### config.mk
export PLATFORM = sky130hd
export DESIGN_NAME = iter_seq_ctrl
export DESIGN_NICKNAME = d
export VERILOG_FILES = /design/src/rtl/iter_seq_ctrl.sv
export SDC_FILE = /design/constraint.sdc
export NUM_CORES = 1
export LEC_CHECK = 0
export CAP_MARGIN = 5
export CORE_MARGIN = 8
export CORE_UTILIZATION = 35
export DETAILED_ROUTE_END_ITERATION = 10
export SYNTH_ARGS = -nofsm -noshare
export SYNTH_HDL_FRONTEND = slang
export SYNTH_SLANG_ARGS = --single-unit
### constraint.sdc
create_clock -name clk -period 2.3 [get_ports clk]
set_input_delay 0.23 -clock clk [delete_from_list [all_inputs] [get_ports clk]]
set_output_delay 0.23 -clock clk [all_outputs]
set_load 0.1 [all_outputs]
### src/rtl/iter_seq_ctrl.sv
// Iteration sequencer: latches M, then runs one ISSUE/WAIT round per index j=0..M; done pulse after j==M is confirmed.
// Latency 2(M+1)+1 cycles from accepted start with a 1-cycle comparator; WAIT stalls on missing cmp_valid, abort cancels.
module iter_seq_ctrl #(
    parameter int MW = 5
) (
    input  logic          clk,
    input  logic          rst_n,
    input  logic          start,
    input  logic          abort,
    input  logic [MW-1:0] M_in,
    input  logic          cmp_out,
    input  logic          cmp_valid,
    output logic          cmp_en,
    output logic [MW-1:0] cmp_M,
    output logic [MW-1:0] cmp_j,
    output logic          step_en,
    output logic          busy,
    output logic          done,
    output logic          err
);

    typedef enum logic [1:0] {
        IDLE  = 2'd0,
        ISSUE = 2'd1,
        WAIT  = 2'd2,
        DONE  = 2'd3
    } state_t;

    state_t        state;
    state_t        nxt;
    logic [MW-1:0] m_reg;
    logic [MW-1:0] j_reg;
    logic          accept;
    logic          j_inc;
    logic          ovf;

    // abort outranks every transition; in IDLE it is ignored so start still wins
    always_comb begin
        nxt    = state;
        accept = 1'b0;
        j_inc  = 1'b0;
        ovf    = 1'b0;
        if (state != IDLE && abort) begin
            nxt = IDLE;
        end else begin
            case (state)
                IDLE: begin
                    if (start) begin
                        nxt    = ISSUE;
                        accept = 1'b1;
                    end
                end
                ISSUE: nxt = WAIT;
                WAIT: begin
                    if (cmp_valid) begin
                        if (cmp_out) begin
                            nxt = DONE;
                        end else if (j_reg == {MW{1'b1}}) begin
                            nxt = DONE;
                            ovf = 1'b1;
                        end else begin
                            nxt   = ISSUE;
                            j_inc = 1'b1;
                        end
                    end
                end
                DONE:    nxt = IDLE;
                default: nxt = IDLE;
            endcase
        end
    end

    always_ff @(posedge clk or negedge rst_n) begin
        if (!rst_n) begin
            state   <= IDLE;
            m_reg   <= '0;
            j_reg   <= '0;
            cmp_en  <= 1'b0;
            step_en <= 1'b0;
            busy    <= 1'b0;
            done    <= 1'b0;
            err     <= 1'b0;
        end else begin
            state   <= nxt;
            cmp_en  <= (nxt == ISSUE);
            step_en <= (nxt == ISSUE);
            busy    <= (nxt != IDLE);
            done    <= (nxt == DONE);
            if (accept) begin
                m_reg <= M_in;
                j_reg <= '0;
                err   <= 1'b0;
            end else begin
                if (j_inc) j_reg <= j_reg + 1'b1;
                // a comparator that never matches must not wrap j back to 0
                if (ovf) err <= 1'b1;
            end
        end
    end

    assign cmp_M = m_reg;
    assign cmp_j = j_reg;

endmodule

# Word level (Yosys, flattened, before mapping)
# Index checks and enable logic that the tools add are counted.
# W data, S select, Z words.
[op_classes]
addsub = 1
n_eq_ne = 6
n_mux = 23
n_reduce_logical = 6
[op_table]
columns = ["operator", "count"]
rows = [
  ["$mux W1", 15],
  ["$mux W2", 5],
  ["$mux W5", 2],
  ["$pmux W2 S4", 1],
  ["$reduce_bool A2 Y1", 4],
  ["$eq A2 B2 Y1 const B", 3],
  ["$add A5 B1 Y5 const B", 1],
  ["$eq A5 B5 Y1 const B", 1],
  ["$eq A2 B1 Y1 const B", 2],
  ["$logic_not A2 Y1", 1],
  ["$logic_and A1 B1 Y1", 1],
]
[totals]
register_bits = 16
in_bits = 11
output_inout_bits = 15
elab_cells = 43

# Depth between registers and ports, before layout
# Gate-level depths: netlist of run 1.
[depth]
word_depth = 8
mapped_depth = 6
ltp_nobuf = 6

# Worst setup path before layout of run 1
# No wires, ideal clock.
[synth_path]
path_kind = "register to register"
startpoint = "reg j_reg[0] (netlist: cmp_j[0])"
endpoint = "reg j_reg[3] (netlist: cmp_j[3])"
setup_time_ps = 77
t_arrival_ps = 2402
required_ps = 2223
slack_ps = -179
stages_incl_launch_ff = 7
path_buffers = 0
path_cell_list = "dfrtp_1 -> ha_1 -> and3_1 -> ha_1 -> or2_4 -> or4_1 -> a21oi_1"
[synth_via]
elab_chain_cells = 7
word_cells_on_any_way = 10
[synth_lines]
columns = ["element", "line", "rtl"]
rows = [
  ["start: declaration", "32", "logic [MW-1:0] j_reg;"],
  ["start signal: assignment", "94", "if (j_inc) j_reg <= j_reg + 1'b1;"],
  ["$eq A5 B5 Y1", "58", "end else if (j_reg == {MW{1'b1}}) begin"],
  ["$mux W1", "58", ""],
  ["$mux W1", "56", "if (cmp_out) begin"],
  ["$mux W1", "55", "if (cmp_valid) begin"],
  ["$mux W1", "46", "case (state)"],
  ["$mux W1", "43", "if (state != IDLE && abort) begin"],
  ["$reduce_bool A2 Y1 (no source line)", "n/a", ""],
]
# Several ways; a longest one is shown, not always the timed one. The select of a mux whose other input is x is not followed.
# A chain may end at the register's enable or synchronous reset.

# Worst setup path in the final report of run 1
# Ends and elaborated chain as after synthesis.

==> results.md, run 1 <==
- P_leak: 0.4784 nW
- Worst min path class: primary input to asynchronous set/reset pin
- CTS buffer count: 3
- Crit path DAT: around 2300 ps
- Chip width: 62.20 µm
- Syn Inst Count: 62
- Initial antenna violation count: 0
- Final worst slack: between 200 and 300 ps
- Worst reg2reg path depth: 6
- Clock root buffer: clkbuf_4
- Final net count: around 100
- Outcome: finished clean
- Max Slew Vio Count: 0
- Critical path launch point type: register
- Synth Flop Type: dfrtp_1
- Worst Path Required: 2520 ps
- Htree depth: 1
- PortBufs: 25
- Clock skew: about 6.0 ps
- DRT antenna net count: 0
- Cell Pwr Density: between 900 and 1000 mW/mm²
- Largest net degree at the start of global routing: 17
- CTS tree: done
- Die ar.: between 0.003 and 0.004 mm²
- Reg-to-Reg Start: cmp_j[0]$_DFFE_PN0P_
- Initial Util: between 30% and 40%
- WS Path Type: register to register
- Yosys Warn Count: 0
- Placed Cells: 113
- Worst setup EP type: register
- Final cell count without fillers: ~120
- Total Routing Usage GR: under 10%
- Cell area after layout: around 0.0010 mm²
- Maxcap violations: 0
- Core Footprint: a little under 0.002 mm²
- Multi-input logic area: 326.6 µm²
- DRC: 0
- Cell variety after synth: 29
- Met1 usage in global routing: 10.86%
- Unrepaired setup endpoints after global routing: false
- Initial DRC count: 9
- Period minus WS final: just over 2000 ps
- Slew HR: between 50% and 60%
- Post-DP HPWL: 1244 µm
- First-pass GRT wire length: approximately 2800 µm
- # rows: 16
- Vias: between 500 and 600
- CTS max path bufs: 2
- Number of iterations in the first detailed-routing pass: 4
- Postcts setup bufs: 0
- Syn_area_per_cell: around 12 µm²
- GP Congestion: a little over 0.8
- Fin Setup TNS: 0 ps
- Area grow syn2layout: 37.52%
- Most Crowded Layer GR: met2
- Clock transition at the registers of the reported paths: around 90 ps
- Fraction of registers with async set/reset: 100.0%
- Final worst-path cycle share: between 80% and 90%
- Worst Max-Slew Pin Slew: slightly below 700 ps
- Cts repair resizes: 0
- Post-synthesis register bit count: 16
- # hold bufs at CTS: 0
- # clock sinks: 16
- Crit-path max FO: 6
- Drt via density: between 4 and 5
- Max Freq: a little under 500 MHz
- Grt ovf: 0
- Total Wirelength: around 1600 µm
- Mapped cell area: 747.0 µm²
- M3 GR Usage: approximately 2.7%
- VDD IR-drop max: around 540 µV
- R2r endpoint: cmp_j[3]$_DFFE_PN0P_
- Ant diodes: 0
- Flop-to-flop setup slack: between 200 and 300 ps
- M2 GR Usage: between 10 and 15%
- Worst skew pair latency: roughly 280 ps
- Routed WL per cell: 13.32 µm
- I/O pins: 26
- DIE HEIGHT: 62.20 µm
- Final hold viol count: 0
- Share of post-route cells with drive strength above 1: 36.67%
- Number of flops mapped to enable cells by yosys: 0
- Sequential fraction of the synthesis area: 53.60%
- # fillers: roughly 180
- Post-synth net total: between 70 and 80
- Placed inst area: 991.0 µm²
- FF/Latch Area: 402.9 µm²
- Final Setup Violations: 0
- DP Worst Slack: about 280 ps
- Vias in the first global route: roughly 560
-- kinds of logic after synthesis --
logic type                 Yosys count  synth area share [%]
muxes                                6                 8.877
DFF                                 16                 53.60
adders and majority gates            2                 3.350
and+or+nand+nor                     21                 20.77
AOI/OAI and AO/OA                   13                 10.72
buffers and inverters                4                 2.680
-- state kept, by name (all words and copies together), names as in the netlist --
signal / flops
cmp_M: 5
cmp_j: 5
state: 2
busy: 1
done: 1
err: 1
step_en: 1
-- through the flow --
stage,power (mW),hold slack (ps),util [%]
after floorplan,0.6798,-65.59,-
after global placement,0.7784,493.1,50.00
after detailed placement,0.7813,497.6,50.00
after CTS,0.9679,377.7,51.83
after global routing,0.9993,406.3,51.83
final,0.9520,348.3,51.83
-- synth_stat cells, types with 2 or more instances --
| library cell | instances | share of area [%] |
|---|---|---|
| dfrtp_1 | 16 | 54 |
| a21oi_1 | 4 | 2.7 |
| o21ai_0 | 4 | 2.7 |
| ha_1 | 2 | 3.3 |
| nor2_1 | 3 | 1.5 |
| inv_1 | 2 | 1.0 |
| nand3_1 | 4 | 2.7 |
| nand2b_1 | 2 | 1.7 |
| mux2_2 | 5 | 7.5 |
-- worst max-delay path by stage --
| stage | from | depth (start not counted) | endpoint |
|---|---|---|---|
| 2_1_floorplan | cmp_j[3]$_DFFE_PN0P_ | 5 | cmp_j[3]$_DFFE_PN0P_ |
| 3_3_place_gp | cmp_j[0]$_DFFE_PN0P_ | 6 | cmp_j[3]$_DFFE_PN0P_ |
| 3_5_place_dp | cmp_j[0]$_DFFE_PN0P_ | 6 | cmp_j[3]$_DFFE_PN0P_ |
| 4_1_cts | cmp_j[0]$_DFFE_PN0P_ | 6 | cmp_j[3]$_DFFE_PN0P_ |
| 5_1_grt | cmp_j[0]$_DFFE_PN0P_ | 6 | cmp_j[3]$_DFFE_PN0P_ |
| 6_report | cmp_j[0]$_DFFE_PN0P_ | 6 | cmp_j[3]$_DFFE_PN0P_ |
-- final cells by class --
cell class	count	share of cell area, %
timing repair buffer	26	21.44
inverter	2	0.7308
tap	27	3.289
clock buffer	4	3.532
sequential	16	39.22
multi-input combinational	42	31.79
-- power by group --
group	leakage, nW	switching (mW)	internal, mW
sequential	0.203	0.0225	0.318
clock	0.0210	0.0858	0.0963
combinational	0.254	0.323	0.106
-- metal layers --
| layer | part of all wire [%] | vias up | wire length [µm] |
|---|---|---|---|
| met5 | 0 | - | 0 |
| met4 | 1.7 | 0 | 26 |
| met3 | 6.8 | 4 | 106 |
| met2 | 47 | 17 | 732 |
| met1 | 44 | 260 | 692 |
| li1 | - | 279 | - |
-- critical path, stage by stage (launching register included) --
cell and delay, ps:
dfrtp_2 440, ha_1 220, and3_1 180, ha_1 210, or2_4 280, or4_1 500, a21oi_1 150
-- cells in the final DEF, fill, tap and decap left out --
master,n
nand2b_1,2
buf_4,16
dfrtp_2,2
nor3b_1,1
or3_1,1
a21oi_1,4
inv_1,2
clkbuf_4,3
nor2b_1,1
o21ai_0,4
and3_1,1
or2_4,1
and4bb_2,1
nand3_1,4
ha_1,2
a31oi_1,1
nand4bb_4,1
mux2_2,5
nand3b_1,1
o31ai_1,1
a21o_1,1
dfrtp_1,14
a21oi_2,1
clkbuf_8,1
o21ba_2,1
and2b_1,1
nor2_1,3
mux2i_1,1
or4_1,1
or3b_2,1
clkdlybuf4s50_1,10
nor3_1,1
Power figures use the tool's default switching activity.
==> run 2: changes to the inputs <==
--- a/config.mk
+++ b/config.mk
@@ -9,6 +9,8 @@
 export CORE_MARGIN = 8
 export CORE_UTILIZATION = 35
 export DETAILED_ROUTE_END_ITERATION = 10
+export GPL_ROUTABILITY_DRIVEN = 0
+export SLEW_MARGIN = 0
 export SYNTH_ARGS = -nofsm -noshare
 export SYNTH_HDL_FRONTEND = slang
 export SYNTH_SLANG_ARGS = --single-unit
==> results of run 2 <==
The final DEF is identical to that of run 1; final timing and power are the same.
